$ cat src/rtl/universal_shift_register_if.sv
// +----------------------------------------------------------------------+
// | universal_shift_register_if                                          |
// | Control, data and status bundle for the universal shift register.    |
// | Rev 1.0                                                              |
// +----------------------------------------------------------------------+
`default_nettype none

interface universal_shift_register_if #(
  parameter int W     = 8,
  parameter int DEPTH = 4
);
  localparam int CW = $clog2(DEPTH + 1);

  logic                 en;
  logic [1:0]           mode;
  logic [W-1:0]         din;
  logic                 din_valid;
  logic [DEPTH*W-1:0]   pdata;
  logic [W-1:0]         dout;
  logic                 dout_valid;
  logic [DEPTH*W-1:0]   pout;
  logic [CW-1:0]        count;

  modport master (
    output en, mode, din, din_valid, pdata,
    input  dout, dout_valid, pout, count
  );

  modport slave (
    input  en, mode, din, din_valid, pdata,
    output dout, dout_valid, pout, count
  );
endinterface

`default_nettype wire

$ cat src/rtl/universal_shift_register.sv
// +----------------------------------------------------------------------+
// | universal_shift_register                                             |
// | W-bit, DEPTH-stage shift register with hold/shift/load/rotate modes, |
// | per-stage valid flags and a registered occupancy count.              |
// | Rev 1.0                                                              |
// +----------------------------------------------------------------------+
`default_nettype none

module universal_shift_register #(
  parameter int W     = 8,
  parameter int DEPTH = 4
) (
  input  wire logic                     clk,
  input  wire logic                     rst,
  universal_shift_register_if.slave     bus
);
  localparam int CW = $clog2(DEPTH + 1);

  localparam logic [1:0] c_MODE_HOLD   = 2'b00;
  localparam logic [1:0] c_MODE_SHIFT  = 2'b01;
  localparam logic [1:0] c_MODE_LOAD   = 2'b10;
  localparam logic [1:0] c_MODE_ROTATE = 2'b11;
  localparam logic [CW-1:0] c_COUNT_FULL = CW'(DEPTH);

  logic [W-1:0]     r_stage [DEPTH];
  logic [DEPTH-1:0] r_vld;
  logic [CW-1:0]    r_count;

  logic [W-1:0]     w_stage_next [DEPTH];
  logic [DEPTH-1:0] w_vld_next;
  logic [CW-1:0]    w_count_next;
  logic [1:0]       w_op;

  assign w_op = bus.en ? bus.mode : c_MODE_HOLD;

  always_comb begin
    for (int i = 0; i < DEPTH; i++) begin
      w_stage_next[i] = r_stage[i];
    end
    w_vld_next   = r_vld;
    w_count_next = r_count;

    case (w_op)
      c_MODE_SHIFT: begin
        w_stage_next[0] = bus.din;
        w_vld_next[0]   = bus.din_valid;
        for (int i = 1; i < DEPTH; i++) begin
          w_stage_next[i] = r_stage[i-1];
          w_vld_next[i]   = r_vld[i-1];
        end
        // Modular arithmetic keeps this exact: the result is always 0..DEPTH.
        w_count_next = r_count + CW'(bus.din_valid) - CW'(r_vld[DEPTH-1]);
      end
      c_MODE_LOAD: begin
        for (int i = 0; i < DEPTH; i++) begin
          w_stage_next[i] = bus.pdata[i*W +: W];
        end
        w_vld_next   = '1;
        w_count_next = c_COUNT_FULL;
      end
      c_MODE_ROTATE: begin
        w_stage_next[0] = r_stage[DEPTH-1];
        w_vld_next[0]   = r_vld[DEPTH-1];
        for (int i = 1; i < DEPTH; i++) begin
          w_stage_next[i] = r_stage[i-1];
          w_vld_next[i]   = r_vld[i-1];
        end
      end
      default: begin
      end
    endcase
  end

  always_ff @(posedge clk) begin
    if (rst) begin
      for (int i = 0; i < DEPTH; i++) begin
        r_stage[i] <= '0;
      end
      r_vld   <= '0;
      r_count <= '0;
    end else begin
      for (int i = 0; i < DEPTH; i++) begin
        r_stage[i] <= w_stage_next[i];
      end
      r_vld   <= w_vld_next;
      r_count <= w_count_next;
    end
  end

  assign bus.dout       = r_stage[DEPTH-1];
  assign bus.dout_valid = r_vld[DEPTH-1];
  assign bus.count      = r_count;

  generate
    for (genvar g = 0; g < DEPTH; g++) begin : g_pout
      assign bus.pout[g*W +: W] = r_stage[g];
    end
  endgenerate

endmodule

`default_nettype wire
$ cat src/flat_wrapper.sv
// flat-port wrapper written by rule: the top's interface ports become plain ports
module universal_shift_register_flat 
#(
  parameter int W     = 8,
  parameter int DEPTH = 4
)
  (clk, rst, bus_en, bus_mode, bus_din, bus_din_valid, bus_pdata, bus_dout, bus_dout_valid, bus_pout, bus_count);
  universal_shift_register_if #(.W(W), .DEPTH(DEPTH)) bus_i ();
  input  wire logic clk;
  input  wire logic rst;
  input wire logic [$bits(bus_i.en)-1:0] bus_en;
  input wire logic [$bits(bus_i.mode)-1:0] bus_mode;
  input wire logic [$bits(bus_i.din)-1:0] bus_din;
  input wire logic [$bits(bus_i.din_valid)-1:0] bus_din_valid;
  input wire logic [$bits(bus_i.pdata)-1:0] bus_pdata;
  output wire logic [$bits(bus_i.dout)-1:0] bus_dout;
  output wire logic [$bits(bus_i.dout_valid)-1:0] bus_dout_valid;
  output wire logic [$bits(bus_i.pout)-1:0] bus_pout;
  output wire logic [$bits(bus_i.count)-1:0] bus_count;
  assign bus_i.en = bus_en;
  assign bus_i.mode = bus_mode;
  assign bus_i.din = bus_din;
  assign bus_i.din_valid = bus_din_valid;
  assign bus_i.pdata = bus_pdata;
  assign bus_dout = bus_i.dout;
  assign bus_dout_valid = bus_i.dout_valid;
  assign bus_pout = bus_i.pout;
  assign bus_count = bus_i.count;
  universal_shift_register #(.W(W), .DEPTH(DEPTH)) u_core (.clk(clk), .rst(rst), .bus(bus_i));
endmodule
$ cat config.mk
export PLATFORM = sky130hd
export DESIGN_NAME = universal_shift_register_flat
export DESIGN_NICKNAME = d
export VERILOG_FILES = /design/src/rtl/universal_shift_register_if.sv /design/src/rtl/universal_shift_register.sv /design/src/flat_wrapper.sv
export SDC_FILE = /design/constraint.sdc
export NUM_CORES = 1
export LEC_CHECK = 0
export CORE_MARGIN = 1.5
export CORE_UTILIZATION = 47
export DETAILED_ROUTE_END_ITERATION = 8
export GPL_TIMING_DRIVEN = 0
export MAX_ROUTING_LAYER = met4
export PLACE_DENSITY = 0.9
export SETUP_SLACK_MARGIN = 0.3
export SLEW_MARGIN = 5
export SYNTH_ARGS = -nofsm -noshare
export SYNTH_HDL_FRONTEND = slang
export SYNTH_SLANG_ARGS = --single-unit
$ cat constraint.sdc
create_clock -name clk -period 3.4 [get_ports clk]
set_input_delay 0.68 -clock clk [delete_from_list [all_inputs] [get_ports clk]]
set_output_delay 0.68 -clock clk [all_outputs]
set_load 0.03 [all_outputs]
# Word level (Yosys, flattened, before mapping)
# Memories as Yosys holds them, arrays and structs flattened.
# Cells that the tools add are included.
[totals] reg_bits=7 latchBits=0 ram_bits=32 mem_bits_ro=0 input_bits=46 output_inout_bits=44 word_cells=25 n_memories=1
[mem_list] name="u_core.r_stage" depth=4 word_bits=8 rd=4 rd_clocked_by_memory_dff=0 wr=4 line_no="universal_shift_register.sv:25" rtl="logic [W-1:0] r_stage [DEPTH];"
[op_classes] n_addsub=2 multipliers=0 n_div=0 order_cmp=0 eq_ne=3 shifts=0 muxes=11 bitwise_logic=4 n_reduce_logical=2
[op_table] cell="case mux 32 bit (3 select lines)" n=1
[op_table] cell="2-to-1 mux 8 bit" n=4
[op_table] cell="case mux 4 bit (3 select lines)" n=1
[op_table] cell="case mux 3 bit (2 select lines)" n=1
[op_table] cell="== test 2 bit (second input constant)" n=2
[op_table] cell="OR 1 bit" n=4
[op_table] cell="adder 3 x 1 -> 3 bit" n=1
[op_table] cell="2-to-1 mux 1 bit" n=3
[op_table] cell="nonzero test 3 bit" n=1
[op_table] cell="subtractor 3 x 1 -> 3 bit" n=1
[op_table] cell="== test 2 x 1 -> 1 bit (second input constant)" n=1
[op_table] cell="2-to-1 mux 2 bit" n=1
[op_table] cell="nonzero test 2 bit" n=1

# Logic depth before layout (Yosys ltp)
# Gate-level depths: netlist (run 1).
[depth] depth_word=4 mapped_depth=9 mapped_depth_nobuf=9

# Least setup slack after synthesis (run 1)
# Ideal clock, no wire load.
[synth_timing] path_type="input port to flip-flop" startpoint="in bus_en" endpoint="mem u_core.r_stage[1][2], in the netlist u_core.r_stage[0][10]" setup_ns=0.139 arrival_ns=2.005 t_required_ns=3.261 path_slack_ns=1.255 cell_stages=8 n_path_buf=3 cell_sequence="and2_1 -> buf_2 -> ha_1 -> buf_6 -> nand3b_4 -> buf_6 -> a221oi_2 -> nor3_2"
[synth_lines] element="start, declared" line_no="flat_wrapper.sv:11" rtl="input wire logic [$bits(bus_i.en)-1:0] bus_en;"
[synth_lines] element="end, declared" line_no="universal_shift_register.sv:25"

==> metrics.log, run 1 <==
INFO  metric power_leakage = 0.00124 uW
INFO  metric post_cts_resized = 0
INFO  metric ratio_of_cells_with_drive_above_1_in_the_final_layout = 21.8%
INFO  metric timing.final.crit_period = roughly 2.6 ns
INFO  metric pwr_cell_area = slightly above 400 mW/mm2
INFO  metric final_count_of_hold_timing_violations = 0
INFO  metric finalSetupTns = 0 ns
INFO  metric multi_input_comb_area = about 0.0012 mm2
INFO  metric grt_pass1_vias = 2,043
INFO  metric timing.critical_path.arrival = 2.77 ns
INFO  metric nets = between 300 and 400
INFO  metric setup_slack = 0.787 ns
INFO  metric core_box_area = approximately 0.0044 mm2
INFO  metric maxCapViolations = 0
INFO  metric post_drt_wl_per_cell = between 15 and 20 um
INFO  metric cells_after_synthesis = about 220
INFO  metric core.rowCount = 24
INFO  metric worstMarginPinSlew = between 0.6 and 0.7 ns
INFO  metric port_buffers = 88
INFO  metric die-width = between 70 and 80 um
INFO  metric routability_cong = about 0.9
INFO  metric timing.fmax = 0.383 GHz
INFO  metric post_synthesis_sequential_element_count = 39
INFO  metric synthToLayoutAreaGrowth = 47.6%
INFO  metric post_synth_edffs = 0
INFO  metric cts_tree = yes
INFO  metric remaining_drc_errors = 8
INFO  metric postSynth.topFlopCell = sky130_fd_sc_hd__dfxtp_1
INFO  metric clkSlewWorstSetupHoldPaths = 0.07 ns
INFO  metric dominant_combinational_cell_family_by_area_after_synthesis = compound AO/OA/AOI/OAI gates
INFO  metric die_area = about 0.0051 mm2
INFO  metric filler_cell_count = around 330
INFO  metric run_status = finished with violations
INFO  metric yosys_warnings = 0
INFO  metric htree_levels = 2
INFO  metric criticalPathCategory = in2reg
INFO  metric relSlewSlack = 55.9%
INFO  metric yosys-mux-area-fraction = 0%
INFO  metric timing.reg2reg.worst_path_depth = 8
INFO  metric antenna_diodes = 0
INFO  metric largest_net_degree_at_the_start_of_global_routing = 12
INFO  metric synth-compound-area-share = 27.9%
INFO  metric required = approximately 3.6 ns
INFO  metric worst_setup_path_start_kind = primary input
INFO  metric antenna_violations_before_repair = 0
INFO  metric min_path_type = reg2reg
INFO  metric grt-ovfl-total = 0
INFO  metric hold-path-endpoint = u_core.r_stage[0][6]
INFO  metric clock_path_buffers = 2
INFO  metric syn-num-nets = ~270
INFO  metric grt_util_all_layers = 25.8%
INFO  metric setup.reg_to_reg.worst_slack = around 1.5 ns
INFO  metric holdCritStartpoint = u_core.r_stage[0][6]
INFO  metric fin_crit_sh = 76.8%
INFO  metric synth_adder_area_share = 3.75%
INFO  metric netlist_area = around 0.0022 mm2
INFO  metric final_antenna_net_count = 0
INFO  metric drt_iter0_markers = 130
INFO  metric cts_setup_buffers = 0
INFO  metric critPathMaxFanout = 11
INFO  metric synth-xor-area-share = less than 1%
INFO  metric setup_viol_count_final = 0
INFO  metric num_io_pins = 90
INFO  metric timing.rr.end = u_core.bus.count[2]
INFO  metric global_route_wire_length_before_repair = 9850 um
INFO  metric ys_seq_area_share = between 30% and 40%
INFO  metric pre_cts_slack = roughly 0.47 ns
INFO  metric initial_utilization = between 40% and 50%
INFO  metric firstDrtPassIters = 6
INFO  metric mapped_avg_cell_area = roughly 10 um2
INFO  metric ctsHoldBuffers = 0
INFO  metric peakVddDrop = about 200 uV
INFO  metric clk_latency = between 0.2 and 0.3 ns
INFO  metric worst_r2r_startpoint = u_core.bus.count[0]
INFO  metric tritoncts.num_buffers = 5
INFO  metric final-seq-area = approximately 780 um2
INFO  metric tritoncts_sink_count = 39
INFO  metric height_of_the_chip = just over 70 um
INFO  metric drv_slew = 0
INFO  metric violations = DRC
INFO  metric synth-simple-area-share = between 20 and 25%
INFO  metric cp-end-kind = flip-flop
INFO  metric avgViaCountPerCell = 5.53
INFO  metric dp.final_hpwl = roughly 4700 um
INFO  metric yosys.cell_types.count = 25
INFO  metric vias = between 2,000 and 2,500
INFO  metric cts.root.buffer_cell = sky130_fd_sc_hd__clkbuf_8
INFO  metric clock_skew = 0.00400 ns
INFO  metric async_reset_ff_share = 0%
INFO  metric rsz_0062_raised_after_global_routing = false
INFO  metric drt-total-wl = around 6300 um
INFO  metric whs_path_depth = 2
worst max-delay path by stage:
stage	start	endpoint	slack, ns	cells past startpoint
after floorplan	bus_en	u_core.r_stage[0][10]	1.26	8
after global placement	bus_en	u_core.r_stage[0][14]	0.49	9
after detailed placement	bus_en	u_core.r_stage[0][11]	0.47	10
after CTS	bus_en	u_core.r_stage[0][11]	0.78	10
after global routing	bus_en	u_core.r_stage[0][11]	0.69	9
final	bus_en	u_core.r_stage[0][14]	0.79	9
flip-flops by register name, indices dropped and copies added (netlist names):
| name | flops |
|---|---|
| u_core.bus.count | 3 |
| u_core.r_stage | 32 |
| u_core.r_vld | 4 |
through the flow:
step           cells  total power [uW]  util, %  cell area (um2)  hold slack [ns]
2_1_floorplan    221               786        -             2200            0.453
3_3_place_gp     361               957     70.9             3150            0.468
3_5_place_dp     361               965     70.9             3150            0.480
4_1_cts          368              1330     73.2             3250            0.491
5_1_grt          368              1390     73.2             3250            0.519
6_report         368              1330     73.2             3250            0.497
final cells by class:
cell class	instances	share of cell area (%)
clock buffers	6	2.23
plain buffers	30	6.12
repair buffers	88	27.1
flip-flops and latches	39	24.0
multi-input cells	146	37.0
well taps	52	2.00
clock inverters	1	0.923
inverters	6	0.692
cell usage after synthesis (3+ instances only):
cell                       instances  area, um2
sky130_fd_sc_hd__dfxtp_1          39        781
sky130_fd_sc_hd__buf_6             5       56.3
sky130_fd_sc_hd__nand2_1          10       37.5
sky130_fd_sc_hd__buf_4            11       82.6
sky130_fd_sc_hd__ha_1              5       62.6
sky130_fd_sc_hd__inv_1             6       22.5
sky130_fd_sc_hd__nor3_2           20        200
sky130_fd_sc_hd__nor3_1            8       40.0
sky130_fd_sc_hd__a22oi_1           9       67.6
sky130_fd_sc_hd__a211oi_2          3       37.5
sky130_fd_sc_hd__clkbuf_1          8       30.0
sky130_fd_sc_hd__a21oi_1          21        105
sky130_fd_sc_hd__nor2b_1          27        169
sky130_fd_sc_hd__nor2_1            3       11.3
sky130_fd_sc_hd__a221oi_2         17        255
sky130_fd_sc_hd__buf_2             6       30.0
sky130_fd_sc_hd__a211o_1           9       78.8
sky130_fd_sc_hd__a221oi_1          7       61.3
routing by layer:
layer | GRT usage [%] | routed length [um] | part of all wire [%]
met1 | 31.8 | 2720 | 43
met2 | 41.8 | 3050 | 49
met3 | 3.80 | 394 | 6.3
met4 | 11.7 | 89 | 1.4
met5 | - | 0 | 0
where the power goes:
group / internal (uW) / total (uW) / switching (uW)
Clock: 215 / 372 / 157
Combinational: 203 / 427 / 223
Sequential: 494 / 532 / 38.4
Total: 912 / 1330 / 419
cell usage in the layout (no fill, tap or decap), types with 3 or more instances in the layout:
master,n
sky130_fd_sc_hd__buf_4,11
sky130_fd_sc_hd__dfxtp_1,39
sky130_fd_sc_hd__a221oi_1,7
sky130_fd_sc_hd__buf_6,5
sky130_fd_sc_hd__nor3_1,8
sky130_fd_sc_hd__nor3_2,20
sky130_fd_sc_hd__nor2_1,3
sky130_fd_sc_hd__a21oi_1,21
sky130_fd_sc_hd__clkbuf_8,5
sky130_fd_sc_hd__a22oi_1,9
sky130_fd_sc_hd__a221oi_2,17
sky130_fd_sc_hd__inv_1,6
sky130_fd_sc_hd__nor2b_1,27
sky130_fd_sc_hd__nand2_1,10
sky130_fd_sc_hd__a211o_1,9
sky130_fd_sc_hd__a211oi_2,3
sky130_fd_sc_hd__buf_2,6
sky130_fd_sc_hd__clkbuf_1,9
sky130_fd_sc_hd__clkdlybuf4s50_1,88
sky130_fd_sc_hd__ha_1,5
logic make-up (layout without fill, tap and decap cells):
family / count (synthesis) / after routing
simple gates: 72 / 72
compound gates: 67 / 67
xor+xnor: 1 / 1
buf+inv: 36 / 131
fa+ha+maj: 6 / 6
flops: 39 / 39
worst max-delay path, cell delays in order:
cell and delay (ns):
sky130_fd_sc_hd__clkdlybuf4s50_1 0.49, sky130_fd_sc_hd__and2_1 0.21, sky130_fd_sc_hd__buf_2 0.19, sky130_fd_sc_hd__ha_1 0.21, sky130_fd_sc_hd__buf_6 0.14, sky130_fd_sc_hd__nand3b_4 0.23, sky130_fd_sc_hd__buf_6 0.20, sky130_fd_sc_hd__a221oi_2 0.34
sky130_fd_sc_hd__nor3_2 0.07
Power figures use the tool's default switching activity.
==> run 2: changes to the inputs <==
--- a/config.mk
+++ b/config.mk
@@ -6,11 +6,11 @@
 export NUM_CORES = 1
 export LEC_CHECK = 0
 export CORE_MARGIN = 1.5
-export CORE_UTILIZATION = 47
+export CORE_UTILIZATION = 43
 export DETAILED_ROUTE_END_ITERATION = 8
 export GPL_TIMING_DRIVEN = 0
 export MAX_ROUTING_LAYER = met4
-export PLACE_DENSITY = 0.9
+export PLACE_DENSITY = 0.84
 export SETUP_SLACK_MARGIN = 0.3
 export SLEW_MARGIN = 5
 export SYNTH_ARGS = -nofsm -noshare
==> constraint.sdc (replaced) <==
create_clock -name clk -period 2.5 [get_ports clk]
set_input_delay 0.5 -clock clk [delete_from_list [all_inputs] [get_ports clk]]
set_output_delay 0.5 -clock clk [all_outputs]
set_load 0.03 [all_outputs]
==> run 2 against run 1 <==
The flow now finishes without violations. Clock power up 26%. First-iteration DRC count is 38% higher. Largest cell class unchanged. Critical endpoint is now u_core.r_stage[0][24]. Wire length is 11% higher.
==> metrics.log, run 2 (synthesis gave the netlist of run 1 again) <==
INFO  metric whs_path_depth = 2
INFO  metric setup_viol_count_final = 0
INFO  metric drv_slew = 0
INFO  metric power_leakage = 0.00128 uW
INFO  metric maxCapViolations = 0
INFO  metric peakVddDrop = roughly 440 uV
INFO  metric cts.root.buffer_cell = sky130_fd_sc_hd__clkbuf_8
INFO  metric mostFrequentLayoutCells = sky130_fd_sc_hd__clkdlybuf4s50_1, sky130_fd_sc_hd__dfxtp_1, sky130_fd_sc_hd__nor2b_1
INFO  metric post_drt_wl_per_cell = ~18 um
INFO  metric final-seq-area = between 700 and 800 um2
INFO  metric timing.reg2reg.worst_path_depth = 8
INFO  metric timing.fmax = between 0.4 and 0.5 GHz
INFO  metric ratio_of_cells_with_drive_above_1_in_the_final_layout = approximately a quarter
INFO  metric filler_cell_count = about 390
INFO  metric relSlewSlack = 51.8%
INFO  metric hold-path-endpoint = u_core.r_vld[0]
INFO  metric required = between 2 and 3 ns
INFO  metric clock_skew = ~0.0057 ns
INFO  metric layout.cells.most_common = sky130_fd_sc_hd__clkdlybuf4s50_1
INFO  metric registers.top_by_ff_count = u_core.r_stage
INFO  metric worst_r2r_startpoint = u_core.bus.count[0]
INFO  metric setup.reg_to_reg.worst_slack = between 0.6 and 0.7 ns
INFO  metric grt_util_all_layers = between 20% and 30%
INFO  metric holdCritStartpoint = u_core.r_vld[0]
INFO  metric finalSetupTns = 0 ns
INFO  metric worstMarginPinSlew = about 0.72 ns
INFO  metric multi_input_comb_area = ~0.0013 mm2
INFO  metric dp.final_hpwl = 4870 um
INFO  metric height_of_the_chip = 74.6 um
INFO  metric port_buffers = around 90
INFO  metric die_area = 0.00557 mm2
INFO  metric fin_total_pwr = around 1800 uW
INFO  metric htree_levels = 2
INFO  metric nets = ~370
INFO  metric cp-end-kind = flip-flop
INFO  metric antenna_violations_before_repair = 0
INFO  metric tritoncts_sink_count = 39
INFO  metric criticalPathCategory = in2reg
INFO  metric clock_path_buffers = 2
INFO  metric antenna_diodes = 0
INFO  metric detailed_place.area = around 0.0032 mm2
INFO  metric timing.rr.end = u_core.bus.count[2]
INFO  metric avgViaCountPerCell = 5.48
INFO  metric run_status = complete, no violations
INFO  metric setup_slack = 0.407 ns
INFO  metric clk_latency = 0.30 ns
INFO  metric synthToLayoutAreaGrowth = 52.9%
INFO  metric worst_setup_path_start_kind = primary input
INFO  metric tritoncts.num_buffers = 5
INFO  metric timing.critical_path.arrival = approximately 2.3 ns
INFO  metric largest_register_ffs = 32
INFO  metric global_route_wire_length_before_repair = 10,700 um
INFO  metric grt-ovfl-total = 0
INFO  metric timing.final.crit_period = roughly 2.1 ns
INFO  metric die-width = 74.6 um
INFO  metric pwr_cell_area = ~530 mW/mm2
INFO  metric cts_tree = yes
INFO  metric firstDrtPassIters = 4
INFO  metric min_path_type = reg2reg
INFO  metric critPathLaunch = bus_mode[1]
INFO  metric largest_net_degree_at_the_start_of_global_routing = 12
INFO  metric clkSlewWorstSetupHoldPaths = approximately 0.08 ns
INFO  metric core_box_area = between 0.004 and 0.005 mm2
INFO  metric drt_iter0_markers = around 180
INFO  metric final.hold.worst_slack = 0.481 ns
INFO  metric routability_cong = slightly above 0.8
INFO  metric core.rowCount = 25
INFO  metric grt_pass1_vias = a little over 2,000
INFO  metric critPathMaxFanout = 11
INFO  metric final_antenna_net_count = 0
INFO  metric num_io_pins = 90
INFO  metric drt-total-wl = 6940 um
INFO  metric vias = 2,126
INFO  metric remaining_drc_errors = 0
INFO  metric stdcell_area = about 0.0034 mm2
INFO  metric final_count_of_hold_timing_violations = 0
INFO  metric initial_utilization = a little under half
INFO  metric fin_crit_sh = a little over four fifths
INFO  metric pre_cts_slack = -0.232 ns
INFO  metric rsz_0062_raised_after_global_routing = false
## run 2: stage by stage
stage               util, %  std cells
CTS                    69.8        388
finish                 70.0        388
floorplan                 -        221
global route           70.0        388
global placement       65.8        376
detailed placement     65.8        376
## run 2: how the worst max path moves through the flow
stage                                        to
after global placement    u_core.r_stage[0][17]
after CTS                 u_core.r_stage[0][13]
after global routing      u_core.r_stage[0][21]
after detailed placement  u_core.r_stage[0][17]
after floorplan             u_core.bus.count[2]
final                     u_core.r_stage[0][24]
## run 2: repair_timing
action	CTS	global route
pin swaps	0	1
buffers inserted	2	0
endpoints found under the setup margin	35	8
hold buffers	0	0
cloned	2	0
gates resized for setup	9	6
## run 2: final cells by class
cell class                      instances  share of cell area, %
Timing Repair Buffer                   91                   27.2
Sequential cell                        39                   23.2
Clock buffer                            8                   2.97
Inverter                                6                  0.668
Buffer                                 30                   6.24
Multi-Input combinational cell        147                   37.3
Tap cell                               67                   2.49
## run 2: worst max-delay path, cell delays in order
cell and delay [ns]:
sky130_fd_sc_hd__dlygate4sd2_1 0.26, sky130_fd_sc_hd__and2_1 0.15, sky130_fd_sc_hd__buf_4 0.17, sky130_fd_sc_hd__ha_1 0.19, sky130_fd_sc_hd__buf_6 0.14, sky130_fd_sc_hd__nand3b_4 0.24, sky130_fd_sc_hd__buf_6 0.21, sky130_fd_sc_hd__a221oi_2 0.31
sky130_fd_sc_hd__nor3_2 0.07
## run 2: routing by layer
metal  up-vias  wire length [um]  global-route usage, %
li1       1007                 -                      -
met1      1020              3050                   35.6
met2        86              3340                   40.2
met3        13               413                   5.56
met5         -                 0                      -
met4         0               133                   6.67
## run 2: power breakdown
group	switching, uW	leakage, uW	internal, uW
sequential	58.1	0.000322	671
combinational	312	0.000910	289
clock	218	0.0000515	252
